===== config.mk =====
export PLATFORM = sky130hd
export DESIGN_NAME = or_bus_driver
export DESIGN_NICKNAME = d
export VERILOG_FILES = /design/src/rtl/or_drv_pkg.sv /design/src/rtl/or_drv_poll_timer.sv /design/src/rtl/or_bus_driver.sv
export SDC_FILE = /design/constraint.sdc
export NUM_CORES = 1
export LEC_CHECK = 0
export ABC_AREA = 1
export CAP_MARGIN = 40
export CORE_AREA = 5 5 76 78
export DETAILED_ROUTE_END_ITERATION = 6
export DIE_AREA = 0 0 81 83
export HOLD_SLACK_MARGIN = 0.12
export PLACE_DENSITY = 0.78
export SYNTH_ARGS = -nofsm -noshare
export SYNTH_HDL_FRONTEND = slang
export SYNTH_SLANG_ARGS = --single-unit

===== constraint.sdc =====
create_clock -name CLK -period 2.2 [get_ports CLK]
set_input_delay 0.22 -clock CLK [delete_from_list [all_inputs] [get_ports CLK]]
set_output_delay 0.22 -clock CLK [all_outputs]
set_load 0.02 [all_outputs]

===== src/rtl/or_drv_pkg.sv =====
// Shared types and register map for the OR-engine bus driver.
package or_drv_pkg;

  typedef enum logic [2:0] {
    IDLE,
    POLL_A,
    WR_A,
    POLL_B,
    WR_B,
    POLL_Y,
    RD_Y,
    OUT
  } drv_state_t;

  localparam int unsigned REG_A_FULLN  = 0;
  localparam int unsigned REG_B_FULLN  = 1;
  localparam int unsigned REG_Y_EMPTYN = 2;
  localparam int unsigned REG_Y_DATA   = 3;
  localparam int unsigned REG_A_DATA   = 4;
  localparam int unsigned REG_B_DATA   = 5;

  function automatic logic is_poll(input drv_state_t s);
    return (s == POLL_A) || (s == POLL_B) || (s == POLL_Y);
  endfunction

endpackage


===== src/rtl/or_drv_poll_timer.sv =====
// Poll-cycle counter: counts unsuccessful polls, flags the last allowed one.
module or_drv_poll_timer #(
  parameter int unsigned LIMIT = 1023
) (
  input  logic CLK,
  input  logic RST,
  input  logic clear,
  input  logic inc,
  output logic expired
);

  localparam int unsigned W = $clog2(LIMIT + 1);
  localparam logic [W-1:0] LAST = W'(LIMIT - 1);

  logic [W-1:0] count;

  always_ff @(posedge CLK) begin
    if (RST) begin
      count <= '0;
    end else if (clear) begin
      count <= '0;
    end else if (inc) begin
      count <= count + W'(1);
    end
  end

  // Asserted during the LIMIT-th consecutive poll cycle of a state.
  assign expired = (count >= LAST);

endmodule


===== src/rtl/or_bus_driver.sv =====
// Bus master feeding operand pairs to the OR engine and returning its result.
// Optional result self-check enabled by defining OR_DRV_CHECK_EN.
//
// state  | meaning
// IDLE   | waiting for an operand pair
// POLL_A | waiting for engine A slot free (addr 0 bit0)
// WR_A   | writing operand A to addr 4
// POLL_B | waiting for engine B slot free (addr 1 bit0)
// WR_B   | writing operand B to addr 5
// POLL_Y | waiting for result available (addr 2 bit0)
// RD_Y   | popping result from addr 3
// OUT    | presenting result to the sink
module or_bus_driver
  import or_drv_pkg::*;
#(
  parameter int unsigned DATA_W       = 8,
  parameter int unsigned ADDR_W       = 3,
  parameter int unsigned POLL_TIMEOUT = 1023
) (
  input  logic              CLK,
  input  logic              RST,
  input  logic              in_valid,
  output logic              in_ready,
  input  logic [DATA_W-1:0] in_a,
  input  logic [DATA_W-1:0] in_b,
  output logic              out_valid,
  input  logic              out_ready,
  output logic [DATA_W-1:0] out_y,
  output logic [ADDR_W-1:0] write_address,
  output logic [DATA_W-1:0] write_data,
  output logic              write_en,
  input  logic              write_rdy,
  output logic [ADDR_W-1:0] read_address,
  output logic              read_en,
  input  logic [DATA_W-1:0] read_data,
  input  logic              read_rdy,
  output logic              busy,
  output logic              timeout_err,
  output logic              check_err,
  output logic [7:0]        mismatch_cnt
);

  drv_state_t        state;
  drv_state_t        nxt;
  logic [DATA_W-1:0] a_q;
  logic [DATA_W-1:0] b_q;
  logic              poll_ok;
  logic              in_poll;
  logic              tmr_inc;
  logic              tmr_clr;
  logic              tmr_expired;
  logic              timeout_hit;

  or_drv_poll_timer #(
    .LIMIT (POLL_TIMEOUT)
  ) u_timer (
    .CLK     (CLK),
    .RST     (RST),
    .clear   (tmr_clr),
    .inc     (tmr_inc),
    .expired (tmr_expired)
  );

  // Timer only runs through unsuccessful poll cycles, so it is zero on every state entry.
  always_comb begin
    poll_ok     = read_rdy && read_data[0];
    in_poll     = is_poll(state);
    tmr_inc     = in_poll && !poll_ok && !tmr_expired;
    tmr_clr     = !tmr_inc;
    timeout_hit = in_poll && !poll_ok && tmr_expired;
    nxt         = state;
    case (state)
      IDLE:   if (in_valid && in_ready) nxt = POLL_A;
      POLL_A: if (poll_ok) nxt = WR_A;   else if (tmr_expired) nxt = IDLE;
      WR_A:   if (write_rdy) nxt = POLL_B;
      POLL_B: if (poll_ok) nxt = WR_B;   else if (tmr_expired) nxt = IDLE;
      WR_B:   if (write_rdy) nxt = POLL_Y;
      POLL_Y: if (poll_ok) nxt = RD_Y;   else if (tmr_expired) nxt = IDLE;
      RD_Y:   if (read_rdy) nxt = OUT;
      OUT:    if (out_ready) nxt = IDLE;
      default: nxt = IDLE;
    endcase
  end

  assign write_en = ((state == WR_A) || (state == WR_B)) && write_rdy;
  assign read_en  = (state == RD_Y) && read_rdy;

  always_ff @(posedge CLK) begin
    if (RST) begin
      state         <= IDLE;
      a_q           <= '0;
      b_q           <= '0;
      out_y         <= '0;
      in_ready      <= 1'b0;
      busy          <= 1'b0;
      out_valid     <= 1'b0;
      read_address  <= '0;
      write_address <= '0;
      write_data    <= '0;
      timeout_err   <= 1'b0;
    end else begin
      state     <= nxt;
      in_ready  <= (nxt == IDLE);
      busy      <= (nxt != IDLE);
      out_valid <= (nxt == OUT);
      if (state == IDLE && in_valid && in_ready) begin
        a_q <= in_a;
        b_q <= in_b;
      end
      if (state == RD_Y && read_rdy) out_y <= read_data;
      if (timeout_hit) timeout_err <= 1'b1;

      // Bus address/data are decoded from the next state so they are valid for the whole state.
      case (nxt)
        POLL_A:  read_address <= ADDR_W'(REG_A_FULLN);
        POLL_B:  read_address <= ADDR_W'(REG_B_FULLN);
        POLL_Y:  read_address <= ADDR_W'(REG_Y_EMPTYN);
        RD_Y:    read_address <= ADDR_W'(REG_Y_DATA);
        default: read_address <= '0;
      endcase
      case (nxt)
        WR_A: begin
          write_address <= ADDR_W'(REG_A_DATA);
          write_data    <= a_q;
        end
        WR_B: begin
          write_address <= ADDR_W'(REG_B_DATA);
          write_data    <= b_q;
        end
        default: begin
          write_address <= '0;
          write_data    <= '0;
        end
      endcase
    end
  end

`ifdef OR_DRV_CHECK_EN
  always_ff @(posedge CLK) begin
    if (RST) begin
      check_err    <= 1'b0;
      mismatch_cnt <= '0;
    end else if (state == RD_Y && read_rdy && (read_data != (a_q | b_q))) begin
      check_err <= 1'b1;
      if (mismatch_cnt != 8'hFF) mismatch_cnt <= mismatch_cnt + 8'd1;
    end
  end
`else
  assign check_err    = 1'b0;
  assign mismatch_cnt = '0;
`endif

endmodule

Word-level counts from Yosys, hierarchy flattened
Cells that the tools add are included.
- flip-flop bits (word level): 55
- input bits: 30
- output and inout bits: 37
- logic and storage cells: 59
- $add $sub $neg: 1
- $lt $le $gt $ge: 1
- equality and inequality tests: 13
- multiplexer cells: 13
- bitwise logic cells: 1
- reductions and logical operators: 18
- operators by type and width (kind ; number):
    3-bit 2-to-1 mux ; 9
    3-bit == test (second input constant) ; 8
    3-bit case mux with 8 select lines ; 1
    8-bit case mux with 2 select lines ; 1
    3-bit by 2-bit == test with 1-bit output (second input constant) ; 4
    10-bit by 1-bit adder with 10-bit output (second input constant) ; 1
    10-bit greater-or-equal comparator (second input constant) ; 1
    1-bit logical AND ; 9
    3-bit zero test ; 2
    2-bit case mux with 3 select lines ; 1
    3-bit case mux with 2 select lines ; 1
    3-bit by 1-bit == test with 1-bit output (second input constant) ; 1
    1-bit logical OR ; 3
    3-bit nonzero test ; 1
    1-bit zero test ; 2
    2-bit OR reduction ; 1
    1-bit inverter ; 1

Longest topological paths before layout
- word-level depth: 7
- depth in mapped cells: 12
- mapped depth without buffers: 12

Cells and area by module
From an unflattened synthesis, not the netlist that was laid out.
- cell total of the unflattened synthesis: 302
- area total of the unflattened synthesis: 2274.7 um2
- modules (own cells, without submodules) (module ; instances ; cells each ; area an instance (um2) ; seq. area each (um2)):
    or_bus_driver ; 1 ; 234 ; 1785.5 ; 860.8
    or_drv_poll_timer ; 1 ; 68 ; 489.2 ; 200.2

Least setup slack after synthesis
Ideal clock, no wire load.
- path type: flip-flop to flip-flop
- start: register u_timer.count[0]
- end: register write_data[1]
- library setup time: 0.059 ns
- arrival: 1.513 ns
- data required time: 2.141 ns
- setup slack: 0.629 ns
- cell stages (with the launch flop): 10
- buffers on the path: 1
- period minus slack after synthesis: 1.571 ns
- path through: dfxtp_1 > inv_1 > ha_1 > or2_2 > nand3_4 > nand2_1 > a21oi_1 > buf_4 > nand4_1 > nand2_1
- word-level cells in the longest chain between the ends: 6
- elaborated cells on any way between the ends: 9
- classes of those cells: 1 x order compare; 2 x eq/ne; 6 x mux
- RTL lines (item ; line ; source):
    from (decl) ; or_drv_poll_timer.sv:15 ; logic [W-1:0] count;
    from (signal assigned) ; or_drv_poll_timer.sv:23 ; count <= count + W'(1);
    10-bit greater-or-equal comparator * ; or_drv_poll_timer.sv:28 ; assign expired = (count >= LAST);
    3-bit 2-to-1 mux * ; or_bus_driver.sv:74, or_bus_driver.sv:76, or_bus_driver.sv:78 ;
    3-bit 2-to-1 mux, on equally long branches ; or_bus_driver.sv:78, or_bus_driver.sv:74, or_bus_driver.sv:76 ;
    3-bit case mux with 8 select lines * ; or_bus_driver.sv:72 ; case (state)
    3-bit == test or 3-bit by 2-bit == test with 1-bit output (tied branches) ; or_bus_driver.sv:121 ; case (nxt)
    8-bit case mux with 2 select lines * ; or_bus_driver.sv:121 ;
    to (signal assigned) ; or_bus_driver.sv:124 ; write_data <= a_q;
    to (signal assigned) ; or_bus_driver.sv:128 ; write_data <= b_q;
    to (decl) ; or_bus_driver.sv:30 ; output logic [DATA_W-1:0] write_data,
Every way passes the cells marked *; elsewhere a longest branch is shown, timed or not.
A chain may end at the register's enable or synchronous reset.

Worst setup path in the final report
- start: register state[1]
- end: output port write_en
- word-level cells in the longest chain between the ends: 3
- elaborated cells on any way between the ends: 4
- classes of those cells: 2 x eq/ne; 2 x reduce/logical
- RTL lines (item ; line ; source):
    from (decl) ; or_bus_driver.sv:43 ; drv_state_t state;
    from (signal assigned) ; or_bus_driver.sv:102 ; state <= nxt;
    3-bit by 2-bit == test with 1-bit output or 3-bit == test (tied branches) ; or_bus_driver.sv:85 ; assign write_en = ((state == WR_A) || (state == WR_B)) && write_rdy;
    1-bit logical OR * ; or_bus_driver.sv:85 ;
    1-bit logical AND * ; or_bus_driver.sv:85 ;
    to (decl) ; or_bus_driver.sv:31 ; output logic write_en,
Marked as above.

==> results_dict.tcl <==
set metrics [dict create \
    drt_drc_violations_left 0 \
    placed_cells 401 \
    cts_htree_levels 2 \
    buffer_ports.inserted 55 \
    cts-buffers-inserted 5 \
    gr-usage-met1 0.195 \
    final.setup.tns_ns 0 \
    grt_usage 0.154 \
    synthToLayoutAreaGrowth_pct 30.3 \
    netlist_area_mm2 0.00222 \
    worst_vdd_ir_mv 0.472 \
    rows 26 \
    post_route_cells_drive_above_1_share 0.0976 \
    dr.pass1.iters 4 \
    layout.cells.most_common "nand2_1" \
    cts_setup_buffers 0 \
    wire_per_inst_um 11.9 \
    pin_count 67 \
    max_cap_violations 0 \
    cp_data_required_time_ns 1.98 \
    final_cells 408 \
    clock_skew_ns 0.0108 \
    globalRoute.busiestLayer "met2" \
    cts_max_path_buffers 2 \
    whs_path_depth 3 \
    initial_utilization 0.443 \
    netlist_instances 280 \
    tritoncts "yes" \
    total_number_of_vias 1925 \
    drt-initial-drc-count 104 \
    groute.layer.met3.usage 0.0357 \
    fmaxAchievable_mhz 502 \
    setup.worst_path.class "reg -> out" \
    cts_root_buf "clkbuf_8" \
    finalNetCount 370 \
    num_antenna_cells 0 \
    post_synth_num_cell_types 33 \
    synthesis.yosys.warnings 0 \
    via_count_of_the_first_global_routing_pass 1892 \
    critPathCaptureType "output pin" \
    global_route_wire_length_before_repair_um 8270 \
    period_minus_slack_ns 1.99 \
    cts_resized 0 \
    slew_violations 0 \
    critical_path.reg2reg.endpoint "write_address[2]" \
    clock_latency_ns 0.31 \
    syn_avg_cell_area_um2 7.93 \
    hold_path.class "in -> reg" \
    globalplace.congestion 0.847 \
    whs_endpoint "a_q[2]" \
    mostFrequentLayoutCells "nand2_1 (69), clkdlybuf4s50_1 (55), dfxtp_1 (53)" \
    worstPathMaxFanout 8 \
    clk_transition_reported_paths_ns 0.10 \
    start_kind "register" \
    rrSetupSlack_ns 0.45 \
    timing.final.setup_violations 0 \
    result_of_the_run "complete, no violations" \
    ff2ff_path_depth 12 \
    grt.overflow.total 0 \
    hp-start "in_a[2]" \
    detail-route-antenna-nets 0 \
    die-area_mm2 0.00672 \
    die_width_um 81 \
    synth_seq_area_share 0.478 \
    hold_viol 0 \
    grtUsageMet2 0.246 \
    viasPerCell 4.72 \
    die_h_um 83 \
    dp_hpwl_um 3710 \
    grt_start_max_net_pins 22 \
    final_min_period_over_clock_period 0.905 \
    grt_setup_unrepaired "false" \
    holdBufCountCts 0 \
    detail_route.wirelength_um 4860 \
    core_area_mm2 0.00501 \
    leakage_dissipation_nw 1.12 \
    powerDensity_mw_per_mm2 620 \
    tritoncts_num_sinks 53 \
    synth_seq_cells 53 \
    timing.critical_path.arrival_ns 1.77 \
    antenna_found_initial 0 \
    r2r-start "u_timer.count[0]" \
]
worst max-delay path by stage:
stage / start / cells past startpoint / endpoint
3_3_place_gp: read_rdy / 4 / read_en
5_1_grt: state[2] / 3 / write_en
3_5_place_dp: read_rdy / 4 / read_en
6_report: state[1] / 3 / write_en
4_1_cts: state[2] / 3 / write_en
2_1_floorplan: u_timer.count[0] / 9 / write_data[1]
per-layer routing:
metal  share of wire  vias to the layer above
li1                -                     1009
met1            0.45                      858
met2            0.47                       48
met3           0.054                       10
met4           0.025                        0
met5               0                        -
cell families after synthesis:
kind of cell    Yosys count  share of synthesized area
compound gates           35                     0.0823
xor+xnor                  4                     0.0158
fa+ha+maj                 2                     0.0113
buf+inv                  39                     0.0941
flops                    53                      0.478
other cells               1                    0.00169
simple gates            146                      0.317
layout make-up:
class,count,area [µm²]
Multi-Input combinational cell,198,988
Tap cell,70,87.6
Inverter,18,67.6
Fill cell,484,2120
Clock inverter,2,16.3
Timing Repair Buffer,62,603
Sequential cell,53,1060
Clock buffer,5,68.8
synth_stat cells (all sizes together):
master	n	area share
o21ai	10	0.023
a31oi	1	0.0028
inv	16	0.027
xor2	3	0.012
xnor2	1	0.0039
nand4	23	0.074
nand2	72	0.13
dfxtp	53	0.48
or2	2	0.0056
clkinv	2	0.0034
nand3b	1	0.0034
buf	17	0.057
nand3	8	0.028
o21bai	1	0.0034
ha	2	0.011
clkbuf	4	0.0068
nor3	5	0.014
a21oi	23	0.054
conb	1	0.0017
nor2	35	0.067
metrics by stage:
step | power [W] | instance area (µm²) | hold WS (ns) | utilization | setup WS [ns]
2_1_floorplan | 0.00120 | 2260 | 0.363 | - | 0.629
3_3_place_gp | 0.00128 | 2810 | 0.443 | 0.560 | 0.375
3_5_place_dp | 0.00128 | 2810 | 0.455 | 0.560 | 0.346
4_1_cts | 0.00181 | 2890 | 0.451 | 0.577 | 0.200
5_1_grt | 0.00188 | 2890 | 0.458 | 0.577 | 0.0927
6_report | 0.00179 | 2890 | 0.455 | 0.577 | 0.208
critical path, cell delays in order (launching register included):
cell and delay, ns:
dfxtp_1 0.53, nor2_2 0.11, nor2_1 0.19, clkdlybuf4s50_1 0.64
flip-flops by register name, indices dropped and copies added (netlist names), 2 cells and up:
signal and cells:
a_q 8, u_timer.count 10, out_y 8, state 3, write_data 8, b_q 8, write_address 2, read_address 2
report_power, final:
part / internal, W / leakage [nW] / switching (W)
Sequential: 0.000990 / 0.429 / 0.0000211
Combinational: 0.000102 / 0.647 / 0.000144
Clock: 0.000220 / 0.0402 / 0.000317
Total: 0.00131 / 1.12 / 0.000482
Note: power is estimated with default switching activity, not from simulation.
